[config.mk]
export PLATFORM = sky130hd
export DESIGN_NAME = star_max_sub_flat
export DESIGN_NICKNAME = d
export VERILOG_FILES = /design/src/rtl/star_max_sub_if.sv /design/src/rtl/star_max_sub.sv /design/src/flat_wrapper.sv
export SDC_FILE = /design/constraint.sdc
export NUM_CORES = 1
export LEC_CHECK = 0
export CAP_MARGIN = 30
export CORE_UTILIZATION = 28
export CTS_CLUSTER_SIZE = 40
export DETAILED_ROUTE_END_ITERATION = 7
export DONT_BUFFER_PORTS = 1
export SLEW_MARGIN = 10
export SYNTH_ARGS = -nofsm -noshare
export SYNTH_HDL_FRONTEND = slang
export SYNTH_SLANG_ARGS = --single-unit
[constraint.sdc]
create_clock -name clk -period 6.06 [get_ports clk]
set_input_delay 0.909 -clock clk [delete_from_list [all_inputs] [get_ports clk]]
set_output_delay 0.909 -clock clk [all_outputs]
set_load 0.01 [all_outputs]
[src/rtl/star_max_sub_if.sv]
// ----------------------------------------------------------------------------
// star_max_sub_if
// Stream bundle between the STAR row fetch and the max-subtract stage.
//   in_valid / in_data / in_ready                : row element stream into the block
//   out_valid / out_data / out_idx / out_last /
//   out_ready                                    : max-subtracted element stream out
// Modports:
//   slave  : the max-subtract block (consumes rows, produces results)
//   master : the environment around it (produces rows, consumes results)
// ----------------------------------------------------------------------------
interface star_max_sub_if #(
   parameter int DATA_W = 8,
   parameter int N      = 16
);
   localparam int IDX_W = $clog2(N);

   logic              in_valid;
   logic [DATA_W-1:0] in_data;
   logic              in_ready;
   logic              out_valid;
   logic              out_ready;
   logic [DATA_W-1:0] out_data;
   logic [IDX_W-1:0]  out_idx;
   logic              out_last;

   modport slave (
      input  in_valid, in_data, out_ready,
      output in_ready, out_valid, out_data, out_idx, out_last
   );

   modport master (
      output in_valid, in_data, out_ready,
      input  in_ready, out_valid, out_data, out_idx, out_last
   );
endinterface

[src/rtl/star_max_sub.sv]
// ----------------------------------------------------------------------------
// star_max_sub
// Buffers one N-element row, tracks its unsigned maximum while loading, then
// streams (max - x[i]) in arrival order ahead of the exponent stage.
// Ports:
//   clk      : rising-edge clock
//   reset_n  : asynchronous active-low reset
//   bus      : slave side of star_max_sub_if (input row stream, output stream)
//   max_val  : row maximum, stable from the first output until the next row starts
//   done     : one-cycle pulse after the last output element is accepted
// ----------------------------------------------------------------------------
module star_max_sub #(
   parameter int DATA_W = 8,
   parameter int N      = 16
) (
   input  logic              clk,
   input  logic              reset_n,
   star_max_sub_if.slave     bus,
   output logic [DATA_W-1:0] max_val,
   output logic              done
);
   localparam int               IDX_W    = $clog2(N);
   localparam logic [IDX_W-1:0] LAST_IDX = IDX_W'(N - 1);

   typedef enum logic [1:0] {
      LOAD = 2'd0,
      EMIT = 2'd1,
      DONE = 2'd2
   } state_t;

   state_t            state;
   logic [IDX_W-1:0]  wcnt;
   logic [DATA_W-1:0] row_buf [N];

   logic              take_in;
   logic              take_out;
   logic [IDX_W-1:0]  idx_nxt;
   logic [DATA_W-1:0] run_max;

   function automatic logic [DATA_W-1:0] umax(input logic [DATA_W-1:0] a,
                                              input logic [DATA_W-1:0] b);
      return (a >= b) ? a : b;
   endfunction

   // The running max dominates every buffered element, so this never wraps.
   function automatic logic [DATA_W-1:0] sub_from_max(input logic [DATA_W-1:0] mx,
                                                      input logic [DATA_W-1:0] x);
      return mx - x;
   endfunction

   always_comb begin
      take_in  = bus.in_valid & bus.in_ready;
      take_out = bus.out_valid & bus.out_ready;
      idx_nxt  = bus.out_idx + IDX_W'(1);
      // First element of a row replaces the previous row's max outright.
      run_max  = (wcnt == '0) ? bus.in_data : umax(max_val, bus.in_data);
   end

   always_ff @(posedge clk or negedge reset_n) begin
      if (!reset_n) begin
         state        <= LOAD;
         wcnt         <= '0;
         for (int i = 0; i < N; i++) row_buf[i] <= '0;
         max_val      <= '0;
         done         <= 1'b0;
         bus.in_ready <= 1'b0;
         bus.out_valid <= 1'b0;
         bus.out_data <= '0;
         bus.out_idx  <= '0;
         bus.out_last <= 1'b0;
      end else begin
         done <= 1'b0;
         case (state)
            LOAD: begin
               // in_ready rises on the first clock after reset release.
               bus.in_ready <= 1'b1;
               if (take_in) begin
                  row_buf[wcnt] <= bus.in_data;
                  max_val       <= run_max;
                  wcnt          <= wcnt + IDX_W'(1);
                  if (wcnt == LAST_IDX) begin
                     // Element 0 was buffered earlier (N >= 2), so the first
                     // result can be presented on the very next cycle.
                     state         <= EMIT;
                     bus.in_ready  <= 1'b0;
                     bus.out_valid <= 1'b1;
                     bus.out_idx   <= '0;
                     bus.out_last  <= 1'b0;
                     bus.out_data  <= sub_from_max(run_max, row_buf[0]);
                  end
               end
            end
            EMIT: begin
               if (take_out) begin
                  if (bus.out_last) begin
                     state         <= DONE;
                     bus.out_valid <= 1'b0;
                     bus.out_last  <= 1'b0;
                     done          <= 1'b1;
                  end else begin
                     bus.out_idx  <= idx_nxt;
                     bus.out_data <= sub_from_max(max_val, row_buf[idx_nxt]);
                     bus.out_last <= (idx_nxt == LAST_IDX);
                  end
               end
            end
            DONE: begin
               state        <= LOAD;
               bus.in_ready <= 1'b1;
            end
            default: begin
               state        <= LOAD;
               bus.in_ready <= 1'b0;
            end
         endcase
      end
   end
endmodule
[src/flat_wrapper.sv]
// flat-port wrapper written by rule: the top's interface ports become plain ports
module star_max_sub_flat 
#(
   parameter int DATA_W = 8,
   parameter int N      = 16
)
  (clk, reset_n, max_val, done, bus_in_valid, bus_in_data, bus_out_ready, bus_in_ready, bus_out_valid, bus_out_data, bus_out_idx, bus_out_last);
  star_max_sub_if #(.DATA_W(DATA_W), .N(N)) bus_i ();
  input  logic clk;
  input  logic reset_n;
  output logic [DATA_W-1:0] max_val;
  output logic done;
  input wire logic [$bits(bus_i.in_valid)-1:0] bus_in_valid;
  input wire logic [$bits(bus_i.in_data)-1:0] bus_in_data;
  input wire logic [$bits(bus_i.out_ready)-1:0] bus_out_ready;
  output wire logic [$bits(bus_i.in_ready)-1:0] bus_in_ready;
  output wire logic [$bits(bus_i.out_valid)-1:0] bus_out_valid;
  output wire logic [$bits(bus_i.out_data)-1:0] bus_out_data;
  output wire logic [$bits(bus_i.out_idx)-1:0] bus_out_idx;
  output wire logic [$bits(bus_i.out_last)-1:0] bus_out_last;
  assign bus_i.in_valid = bus_in_valid;
  assign bus_i.in_data = bus_in_data;
  assign bus_i.out_ready = bus_out_ready;
  assign bus_in_ready = bus_i.in_ready;
  assign bus_out_valid = bus_i.out_valid;
  assign bus_out_data = bus_i.out_data;
  assign bus_out_idx = bus_i.out_idx;
  assign bus_out_last = bus_i.out_last;
  star_max_sub #(.DATA_W(DATA_W), .N(N)) u_core (.clk(clk), .reset_n(reset_n), .bus(bus_i), .max_val(max_val), .done(done));
endmodule
# Word-level counts from Yosys, hierarchy flattened
# Index checks and enable logic that the tools add are counted.
[totals] out_inout_bits=24 wordCells=94 inputBits=12 regBits=158
[classes] addsub=4 reduce_logical=9 magnitude_cmp=4 n_mux=39 n_eq_ne=9 bitwise_logic=4
[ops] operator="$bwmux 128" count=1
[ops] operator="$mux 8" count=9
[ops] operator="$bmux 8 s4" count=1
[ops] operator="$demux 8 s4" count=1
[ops] operator="$mux 4" count=4
[ops] operator="$pmux 8 s2" count=1
[ops] operator="$sub 8x8->8" count=2
[ops] operator="$mux 1" count=13
[ops] operator="$ge 5x5->1 const B" count=2
[ops] operator="$not 4->5" count=2
[ops] operator="$reduce_and 5->1" count=2
[ops] operator="$add 4x1->4 const B" count=2
[ops] operator="$eq 4x4->1 const B" count=2
[ops] operator="$ge 8x8->1" count=1
[ops] operator="$mux 2" count=4
[ops] operator="$ne 2x1->1 const B" count=4
[ops] operator="$pmux 4 s2" count=1
[ops] operator="$reduce_and 4->1" count=2
[ops] operator="$lt 5x1->1 const B" count=1
[ops] operator="$logic_not 4->1" count=1
[ops] operator="$pmux 1 s2" count=2
[ops] operator="$pmux 2 s2" count=1
[ops] operator="$pmux 1 s3" count=1
[ops] operator="$and 1x1->1" count=2
[ops] operator="7 further kinds" count=7

# Logic depth before layout (Yosys ltp)
[logic_depth] word_depth=9 ltp_mapped=18 mapped_depth_nobuf=17

# Worst setup path after synthesis
# No wires, ideal clock.
[synth_timing] path_type="register to register" from="register u_core.bus.out_idx[0]" to="register u_core.bus.out_data[6]" synth_period_minus_slack_ns=4.536 path_slack_ns=1.524 t_required_ns=5.966 arrival_ns=4.442 path_stages_with_launch=19 n_path_buf=5 cell_sequence="dfrtp_1 > buf_4 > buf_1 > inv_1 > ha_1 > clkbuf_1 > clkbuf_1 > buf_1 > mux4_2 > mux4_2 > ha_1 > fa_1 > nor2b_1 > o21ai_0 > nand2b_1 > a21o_1 > a21oi_1 > mux2i_1 > a211oi_1"
[synth_between] elab_chain_len=9
[synth_lines] item="start, declared" line_no="star_max_sub_if.sv:28" text="output in_ready, out_valid, out_data, out_idx, out_last"
[synth_lines] item="start signal, assigned" line_no="star_max_sub.sv:101" text="bus.out_idx <= idx_nxt;"
[synth_lines] item="$add 4x1->4" line_no="star_max_sub.sv:54" text="idx_nxt = bus.out_idx + IDX_W'(1);"
[synth_lines] item="$not 4->5 (implied by the code)" line_no="star_max_sub.sv:102" text="bus.out_data <= sub_from_max(max_val, row_buf[idx_nxt]);"
[synth_lines] item="$bmux 8 s4" line_no="star_max_sub.sv:102"
[synth_lines] item="$mux 8 (implied by the code) (2 in a row)" line_no="star_max_sub.sv:102"
[synth_lines] item="$sub 8x8->8" line_no="star_max_sub.sv:48" text="return mx - x;"
[synth_lines] item="$mux 8" line_no="star_max_sub.sv:95" text="if (bus.out_last) begin"
[synth_lines] item="$mux 8" line_no="star_max_sub.sv:94" text="if (take_out) begin"
[synth_lines] item="$pmux 8 s2" line_no="star_max_sub.sv:73" text="case (state)"
[synth_lines] item="end signal, assigned" line_no="star_max_sub.sv:89" text="bus.out_data <= sub_from_max(run_max, row_buf[0]);"
[synth_lines] item="end signal, assigned" line_no="star_max_sub.sv:102"
[synth_lines] item="end, declared" line_no="star_max_sub_if.sv:28"
# No other way between the ends. The select of a mux whose other input is x is not followed.
# A chain may end at the register's enable or synchronous reset.

# Final worst setup path
[layout_timing] from="register u_core.bus.out_idx[1]" to="register u_core.bus.out_data[7]"
# Same word-level chain as after synthesis.

==> impl_metrics.csv <==
group,metric,value,unit
logic_synthesis,yosysTopAreaCellShare,0.497,
power_and_ir_drop,p_total,5.10,mW
logic_synthesis,synth_cells,705,
critical_path,worstPathArrival,4200,ps
timing,finClkSkew,7.61,ps
route,totalWireLength,18700,um
route,vias_per_cell,4.83,
logic_synthesis,yosys.area.top_type,"dfrtp_1",
placement,gp_congestion,0.880,
critical_path,rrSetupSlack,2170,ps
cts,root_buffer,"clkbuf_16",
timing,slew_headroom,0.406,
finish,fin_nets,725,
global_route,antenna_found_initial,0,
logic_synthesis,synthFlopType,"dfrtp_1",
logic_synthesis,synth_edf_count,0,
global_route,overflow,0,
power_and_ir_drop,switching_share,0.375,
floorplan,die_h,171,um
critical_path,timing_worst_setup_path_type,"register to register",
logic_synthesis,async_flop_share,1.00,
finish,drive_gt1_frac,0.128,
logic_synthesis,yosysSeqAreaShare,0.497,
logic_synthesis,yosysWarnings,0,
cts,ctsHoldBuffers,0,
cts,clk_path_buf_depth,2,
route,wl_met2,9140,um
power_and_ir_drop,p_comb_frac,0.436,
route,first_pass_iters,4,
logic_synthesis,yosysMostFrequentCell,"dfrtp_1",
timing,setup_slack,2170,ps
cts,cts_tree,"built",
timing,report.final.setup_viol,0,
power_and_ir_drop,p_clk_frac,0.199,
timing,drv_slew,0,
power_and_ir_drop,p_per_area,578,mW/mm2
timing,period_share,0.642,
placement,portBuffers,0,
run_status,status,"finished, final reports clean",
power_and_ir_drop,ir_drop,0.203,mV
global_route,grt_pass1_vias,5194,
global_route,grt_pass1_wl,30100,um
cts,cts_sinks,158,
placement,place_ws,1780,ps
route,wl_met1,8520,um
cts,cts_resized,0,
route,via_count,5184,
power_and_ir_drop,p_sw,1.91,mW
cts,postCtsSetupBuffers,0,
floorplan,rows,61,
logic_synthesis,synth.ff_latch_count,158,
cts,htreeDepth,4,
route,wl_met3,612,um
logic_synthesis,synth_area_leaders,"dfrtp_1 (50%), mux4_2 (11%), mux2_1 (7.1%), o21ai_1 (5.8%), nand2_1 (5.6%)",
global_route,grt_max_degree,159,
timing,tightest_slew,891,ps
floorplan,coreArea,0.0279,mm2
cts,cts_made_buffers,17,
floorplan,die-area,0.0291,mm2
critical_path,worstPathRequired,6370,ps
global_route,track_usage,0.139,
logic_synthesis,syn_nets,747,
logic_synthesis,avgSynthCellArea,11.3,um2
finish,syn_to_final_growth,11.0,%
route,drt-wirelength-per-cell,17.4,um
timing,rsz0062_at_grt,"no",
critical_path,endpoint_kind,"register",
route,ant_nets,0,
route,drt_iter0_markers,383,
cts,clk_pin_slew,70,ps
timing,setup_tns,0,ps
power_and_ir_drop,internal_power,3.19,mW
finish,diodes,0,
logic_synthesis,yosysUniqueCellTypes,52,
floorplan,initial_core_util,0.286,
floorplan,die_x,171,um
critical_path,startpoint_type,"register",
run,cap_violations,0,
logic_synthesis,synth_common_cells,"dfrtp_1 (158), nand2_1 (118), o21ai_1 (93)",
critical_path,cp_max_fo,33,
power_and_ir_drop,p_leak,3.85,nW
min_path,min_path_type,"input pin to async pin",
timing,hold_viol,0,
timing,min_period,3890,ps
power_and_ir_drop,pwr-share-seq,0.365,
logic_synthesis,syn_area,0.00796,mm2
floorplan,design.portCount,36,
route,drc,0,
timing,hold_slack,166,ps
placement,dp_hpwl,12300,um
timing,fmax,257,MHz
route,top_layer,"met4",
cts,insertion_delay,430,ps
finish,final_util,0.317,
## per-stage QoR
stage	std cells	area [um2]
floorplan	705	7960
global placement	1041	8260
CTS	1074	8830
detailed placement	1042	8270
global route	1074	8830
finish	1074	8830
## cells in the final DEF (no fill, tap or decap), types with 8 or more instances in the layout
cell and n:
nand2_1 118, nor3_1 8, o21ai_1 93, clkbuf_16 17, ha_1 28, a21oi_1 10
dfrtp_1 157, o21ai_0 12, nor2_1 25, mux4_2 40, mux2_1 50, inv_1 27
## critical path, cell delays in order, from the launching register on
cell      delay, ps
dfrtp_1         470
ha_1            310
buf_4           430
mux4_2          410
mux4_2          540
inv_1            80
ha_1            210
nor2b_1         130
o21ai_0         250
a21boi_1        160
nor4_1          220
o31ai_1         180
a311oi_1        300
nand2_1          70
## state kept, by name, indices dropped and copies added (netlist names)
signal and flops:
u_core.state 2, u_core.row_buf 128, u_core.bus.in_ready 1, u_core.bus.out_data 8
u_core.done 1, u_core.bus.out_valid 1, u_core.bus.out_idx 4, u_core.wcnt 4
u_core.bus.out_last 1, u_core.max_val 8
## power by group through the flow
| stage | clock network (mW) | registers [mW] | logic [mW] |
|---|---|---|---|
| 2_1_floorplan | 0 | 1.75 | 1.81 |
| 3_3_place_gp | 0 | 1.87 | 2.18 |
| 3_5_place_dp | 0 | 1.88 | 2.22 |
| 4_1_cts | 1.03 | 1.87 | 2.23 |
| 5_1_grt | 1.08 | 1.94 | 2.49 |
| 6_report | 1.01 | 1.86 | 2.22 |
## metal layers
layer,up-vias,global-route usage
met2,92,0.231
met3,28,0.0278
met5,-,0
li1,2458,-
met1,2606,0.176
met4,0,0.0564
## kinds of logic after synthesis
group / Yosys count / share of synthesized area
buffers and inverters: 72 / 0.0369
XOR/XNOR: 13 / 0.0176
multiplexers: 98 / 0.195
flip-flops: 158 / 0.497
AO/OA/AOI/OAI: 141 / 0.0980
AND/OR/NAND/NOR: 193 / 0.106
adder cells (fa/ha/maj): 30 / 0.0491
## layout make-up
| class | instances | area (um2) |
|---|---|---|
| clock inverters | 14 | 119 |
| inverters | 28 | 105 |
| fillers | 2817 | 19000 |
| flip-flops and latches | 158 | 3960 |
| repair buffers | 3 | 22.5 |
| clock buffers | 18 | 439 |
| well taps | 378 | 473 |
| multi-input cells | 475 | 3720 |
## path summary, 6_finish.rpt
check | start | end | depth (start not counted)
max in group asynchronous | reset_n | u_core.row_buf[46] | 0
worst min register to register | u_core.row_buf[59] | u_core.row_buf[59] | 2
worst max register to register | u_core.bus.out_idx[1] | u_core.bus.out_data[7] | 13
min in group clk | u_core.row_buf[59] | u_core.row_buf[59] | 2
worst max-delay path | u_core.bus.out_idx[1] | u_core.bus.out_data[7] | 13
worst min-delay path | reset_n | u_core.bus.out_valid | 0
Note: power is estimated with default switching activity, not from simulation.
